<file path="src/rtl/pulse_meter.sv">
// Measures high time and period of an asynchronous input in prescaled time units.
// Result handshake: result is transferred in any cycle where out_valid && out_ready; outputs hold until then.
module pulse_meter #(
    parameter int CLK_PER_UNIT  = 50000,
    parameter int TIMEOUT_UNITS = 1000,
    parameter int CNT_W         = 16
) (
    input  logic             clk,
    input  logic             rst_n,
    input  logic             sig_in,
    input  logic             start,
    input  logic             out_ready,
    output logic             busy,
    output logic             out_valid,
    output logic [CNT_W-1:0] high_time,
    output logic [CNT_W-1:0] period,
    output logic             timeout,
    output logic [2:0]       state_dbg
);
    localparam int PW = $clog2(CLK_PER_UNIT);
    localparam logic [PW-1:0]    PRESC_MAX = PW'(CLK_PER_UNIT - 1);
    localparam logic [CNT_W-1:0] TO_UNITS  = CNT_W'(TIMEOUT_UNITS);

    typedef enum logic [2:0] {
        IDLE = 3'd0,
        ARM  = 3'd1,
        HIGH = 3'd2,
        LOW  = 3'd3,
        DONE = 3'd4
    } state_t;

    state_t           state, state_nxt;
    logic             sync1, sync2, hist;
    logic [PW-1:0]    presc, presc_nxt;
    logic [CNT_W-1:0] elapsed, elapsed_nxt, elapsed_tick;
    logic [CNT_W-1:0] high_time_nxt, period_nxt;
    logic             timeout_nxt;
    logic             rise, fall, tick, expired;

    always_ff @(posedge clk or negedge rst_n) begin
        if (!rst_n) begin
            sync1 <= 1'b0;
            sync2 <= 1'b0;
            hist  <= 1'b0;
        end else begin
            sync1 <= sig_in;
            sync2 <= sync1;
            hist  <= sync2;
        end
    end

    assign rise    = sync2 & ~hist;
    assign fall    = ~sync2 & hist;
    assign tick    = (presc == PRESC_MAX);
    assign expired = (elapsed == TO_UNITS);
    // Elapsed saturates at the timeout value, so it can never wrap.
    assign elapsed_tick = (tick && !expired) ? elapsed + CNT_W'(1) : elapsed;

    always_comb begin
        state_nxt     = state;
        presc_nxt     = presc;
        elapsed_nxt   = elapsed;
        high_time_nxt = high_time;
        period_nxt    = period;
        timeout_nxt   = timeout;

        if (state == ARM || state == HIGH || state == LOW) begin
            presc_nxt   = tick ? '0 : presc + PW'(1);
            elapsed_nxt = elapsed_tick;
        end

        // Timeout is tested before edges so it wins a same-cycle tie.
        case (state)
            IDLE: begin
                presc_nxt   = '0;
                elapsed_nxt = '0;
                if (start) state_nxt = ARM;
            end
            ARM: begin
                if (expired) begin
                    state_nxt     = DONE;
                    high_time_nxt = '0;
                    period_nxt    = '0;
                    timeout_nxt   = 1'b1;
                end else if (rise) begin
                    state_nxt   = HIGH;
                    presc_nxt   = '0;
                    elapsed_nxt = '0;
                end
            end
            HIGH: begin
                if (expired) begin
                    state_nxt     = DONE;
                    high_time_nxt = TO_UNITS;
                    period_nxt    = TO_UNITS;
                    timeout_nxt   = 1'b1;
                end else if (fall) begin
                    state_nxt     = LOW;
                    high_time_nxt = elapsed_tick;
                end
            end
            LOW: begin
                if (expired) begin
                    state_nxt   = DONE;
                    period_nxt  = TO_UNITS;
                    timeout_nxt = 1'b1;
                end else if (rise) begin
                    state_nxt   = DONE;
                    period_nxt  = elapsed_tick;
                    timeout_nxt = 1'b0;
                end
            end
            DONE: begin
                if (out_ready) state_nxt = IDLE;
            end
            default: state_nxt = IDLE;
        endcase
    end

    always_ff @(posedge clk or negedge rst_n) begin
        if (!rst_n) begin
            state     <= IDLE;
            presc     <= '0;
            elapsed   <= '0;
            high_time <= '0;
            period    <= '0;
            timeout   <= 1'b0;
        end else begin
            state     <= state_nxt;
            presc     <= presc_nxt;
            elapsed   <= elapsed_nxt;
            high_time <= high_time_nxt;
            period    <= period_nxt;
            timeout   <= timeout_nxt;
        end
    end

    assign busy      = (state != IDLE);
    assign out_valid = (state == DONE);
    assign state_dbg = state;

endmodule

</file>
<file path="config.mk">
export PLATFORM = sky130hd
export DESIGN_NAME = pulse_meter
export DESIGN_NICKNAME = d
export VERILOG_FILES = /design/src/rtl/pulse_meter.sv
export SDC_FILE = /design/constraint.sdc
export NUM_CORES = 1
export LEC_CHECK = 0
export ABC_AREA = 1
export BUFFER_PORTS_ARGS = -buffer_cell sky130_fd_sc_hd__buf_2
export CAP_MARGIN = 20
export CORE_ASPECT_RATIO = 1.25
export CORE_MARGIN = 3
export CORE_UTILIZATION = 59
export DETAILED_ROUTE_END_ITERATION = 12
export GPL_TIMING_DRIVEN = 1
export HOLD_SLACK_MARGIN = 0.03
export PLACE_DENSITY_LB_ADDON = 0.15
export SYNTH_ARGS = -nofsm -noshare
export SYNTH_HDL_FRONTEND = slang
export SYNTH_SLANG_ARGS = --single-unit
</file>
<file path="constraint.sdc">
create_clock -name clk -period 2.3 [get_ports clk]
set_input_delay 0.115 -clock clk [delete_from_list [all_inputs] [get_ports clk]]
set_output_delay 0.115 -clock clk [all_outputs]
set_load 0.03 [all_outputs]
</file>
==> impl_metrics.env <==
export IMPL_utilization_pct=69.28
export IMPL_crit_chain="inv_1, ha_1, nand3_1, nor2_1, nand2_1, nand2_2, nand3_2, nor3b_1"
export IMPL_vias=3773
export IMPL_peakVddDrop_v=0.0008539
export IMPL_num_antenna_cells=0
export IMPL_clk_latency_ns=0.37
export IMPL_tightest_slew_ns=0.7846
export IMPL_clock_fmax_ghz=0.5046
export IMPL_grt_ovfl_total=0
export IMPL_fin_worst_skew_ns=0.01058
export IMPL_grt_pass1_vias=3704
export IMPL_path_clk_slew_ns=0.08
export IMPL_nFillCells=563
export IMPL_arrival_ns=2.25
export IMPL_layout_drive_gt1_share_pct=14.70
export IMPL_max_stage_delay_ns=0.44
export IMPL_drtPass1Iterations=5
export IMPL_yosysUniqueCellTypes=27
export IMPL_drv_slew=0
export IMPL_antenna_found_initial=0
export IMPL_rsz0062_at_grt="false"
export IMPL_htreeDepth=3
export IMPL_period_minus_slack_ns=1.982
export IMPL_core_um2=6606
export IMPL_start_util_pct=60.91
export IMPL_die_w_um=79.87
export IMPL_layout_nets=629
export IMPL_viasPerCell=5.292
export IMPL_chipHeight_um=98.33
export IMPL_ioPinCount=43
export IMPL_cts_buffer_depth=2
export IMPL_grt_use_total_pct=26.22
export IMPL_drc=0
export IMPL_cts_tree="yes"
export IMPL_netlist_instances=571
export IMPL_cp_buffers_inverters=1
export IMPL_port_buffers=42
export IMPL_syn_nets=579
export IMPL_dpl_hpwl_um=6982
export IMPL_critPathCaptureType="flop"
export IMPL_max_cap_violations=0
export IMPL_yosys_warnings=0
export IMPL_pre_cts_slack_ns=0.1102
export IMPL_syn_avg_cell_area_um2=7.047
export IMPL_root_buffer="clkbuf_8"
export IMPL_core_rowCount=33
export IMPL_yosysSeqAreaShare_pct=44.15
export IMPL_crit_type="reg2reg"
export IMPL_setup_violations=0
export IMPL_setup_ws_ns=0.3181
export IMPL_wire_per_inst_um=13.35
export IMPL_cts_buffers=9
export IMPL_path_delay_family="simple AND/OR/NAND/NOR gates"
export IMPL_start_kind="flop"
export IMPL_drtIter0Drc=234
export IMPL_synth_seq_cells=71
export IMPL_syn_area_um2=4024
export IMPL_ant_nets=0
export IMPL_power_density_nw_per_um2=1212
export IMPL_finalSetupTns_ns=0
export IMPL_fin_crit_sh_pct=86.17
export IMPL_relSlewSlack_pct=47.69
export IMPL_cp_slowest_cell="dfrtp_1"
export IMPL_finalHoldViolations=0
export IMPL_area_growth_synth_to_final_pct=13.74
export IMPL_gp_congestion=0.9433
export IMPL_grt_first_pass_wirelength_um=16260
export IMPL_hp_class="in2reg"
export IMPL_cts_sinks=71
export IMPL_power_static_leakage_uw=0.002435
export IMPL_grt_max_degree=40
export IMPL_post_cts_setup_buffer_count=0
export IMPL_crit_fanout=15
export IMPL_drt_wl_total_um=9520
export IMPL_die_area_um2=7853
export IMPL_crit_required_ns=2.57
export IMPL_status="finished clean"
-- cells by family (layout without fill, tap and decap cells) --
| family | Yosys count | after routing | share of synthesized area (%) |
|---|---|---|---|
| adders and majority gates | 3 | 3 | 0.9329 |
| AOI/OAI and AO/OA | 46 | 46 | 6.188 |
| DFF | 71 | 71 | 44.15 |
| buffers and inverters | 75 | 130 | 7.836 |
| xor gates and xnor gates | 10 | 10 | 2.177 |
| and+or+nand+nor | 366 | 366 | 38.71 |
-- cell type report --
class	instances	area, µm²	area share, %
clock buffer	10	137.6	3.007
inverter	62	232.7	5.085
tap	87	108.9	2.378
sequential	71	1777	38.82
timing repair buffer	52	305.3	6.670
multi-input combinational	425	1947	42.54
clock inverter	6	68.82	1.504
-- repair_timing --
action | CTS | global route
gates resized for setup | 0 | 3
hold buffers | 3 | 0
setup endpoints to repair | 0 | 43
endpoints found under the hold margin | 34 | 0
-- placed cells by master (no fill, tap or decap), types with 3 or more instances in the layout --
cell type,Yosys,final
o211ai_1,7,7
nor2_1,63,63
inv_2,6,6
nand3_1,45,45
buf_4,0,6
nand2_1,218,217
o21ai_0,10,10
clkinv_1,3,3
dlygate4sd3_1,0,3
buf_2,9,42
dfrtp_1,71,71
nor3_1,4,4
o21ai_1,7,7
inv_1,53,53
nand4_1,14,14
nor2_2,4,4
xor2_1,8,8
clkbuf_8,0,10
a21oi_1,21,21
nand2_2,9,9
ha_1,3,3
nand3_2,4,3
-- through the flow --
step / std cells / hold WS (ns) / power [µW] / instance area [µm²]
finish: 713 / 0.1906 / 5547 / 4577
global route: 713 / 0.2283 / 5970 / 4577
CTS: 713 / 0.1766 / 5532 / 4562
detailed placement: 694 / 0.2307 / 4490 / 4325
global placement: 694 / 0.2176 / 4422 / 4325
floorplan: 571 / -0.1806 / 3788 / 4024
-- sequential cells by signal, indices dropped and copies added (netlist names) --
signal     cells
presc         16
sync2          1
timeout        1
sync1          1
high_time     16
hist           1
elapsed       16
period        16
state_dbg      3
-- final timing paths --
kind                       startpoint      endpoint  slack [ns]  depth (start not counted)
setup / recovery           elapsed[0]      presc[4]        0.32                          8
hold / removal                  start  state_dbg[0]        0.19                          5
setup reg to reg           elapsed[0]      presc[4]        0.32                          8
hold reg to reg                 sync1         sync2        0.37                          0
max in group asynchronous       rst_n     presc[10]        1.27                          3
min in group asynchronous       rst_n     period[4]        0.35                          2
-- layer usage --
metal  GRT usage (%)  up-vias  part of all wire [%]
met2           43.86       90                    51
met4           12.87        0                   2.5
met5               0        -                     0
met3           4.428       21                   3.5
li1                -     1895                     -
met1           32.52     1767                    43
-- power breakdown --
group | total (µW) | switching [µW] | internal (µW)
logic | 2630 | 1820 | 811
clock network | 1040 | 509 | 536
registers | 1880 | 319 | 1560
-- cells in the mapped netlist --
cell type | instances | share of area (%)
nor3b_1 | 1 | 0.19
nand3_2 | 4 | 1.0
buf_2 | 9 | 1.1
ha_1 | 3 | 0.93
o211ai_1 | 7 | 1.3
clkbuf_1 | 1 | 0.093
inv_2 | 6 | 0.56
nand4_1 | 14 | 2.2
buf_6 | 3 | 0.84
nor2_1 | 63 | 5.9
o21ai_1 | 7 | 0.87
nand3_1 | 45 | 5.6
nor3_1 | 4 | 0.50
nand2_2 | 9 | 1.4
nand2_1 | 218 | 20
nand3b_1 | 1 | 0.19
inv_1 | 53 | 4.9
a31oi_1 | 1 | 0.16
xnor2_1 | 2 | 0.44
nand2_4 | 1 | 0.28
o21ai_0 | 10 | 1.2
nor2_2 | 4 | 0.62
clkinv_1 | 3 | 0.28
xor2_1 | 8 | 1.7
a21oi_1 | 21 | 2.6
dfrtp_1 | 71 | 44
nor2_4 | 2 | 0.56
-- worst reg2reg max path: stages (launching register included) --
cell and delay (ns):
dfrtp_1 0.44, inv_1 0.13, ha_1 0.18, nand3_1 0.08
nor2_1 0.18, nand2_1 0.11, nand2_2 0.17, nand3_2 0.32
nor3b_1 0.28
No activity file was read; power rests on OpenSTA's default activity.
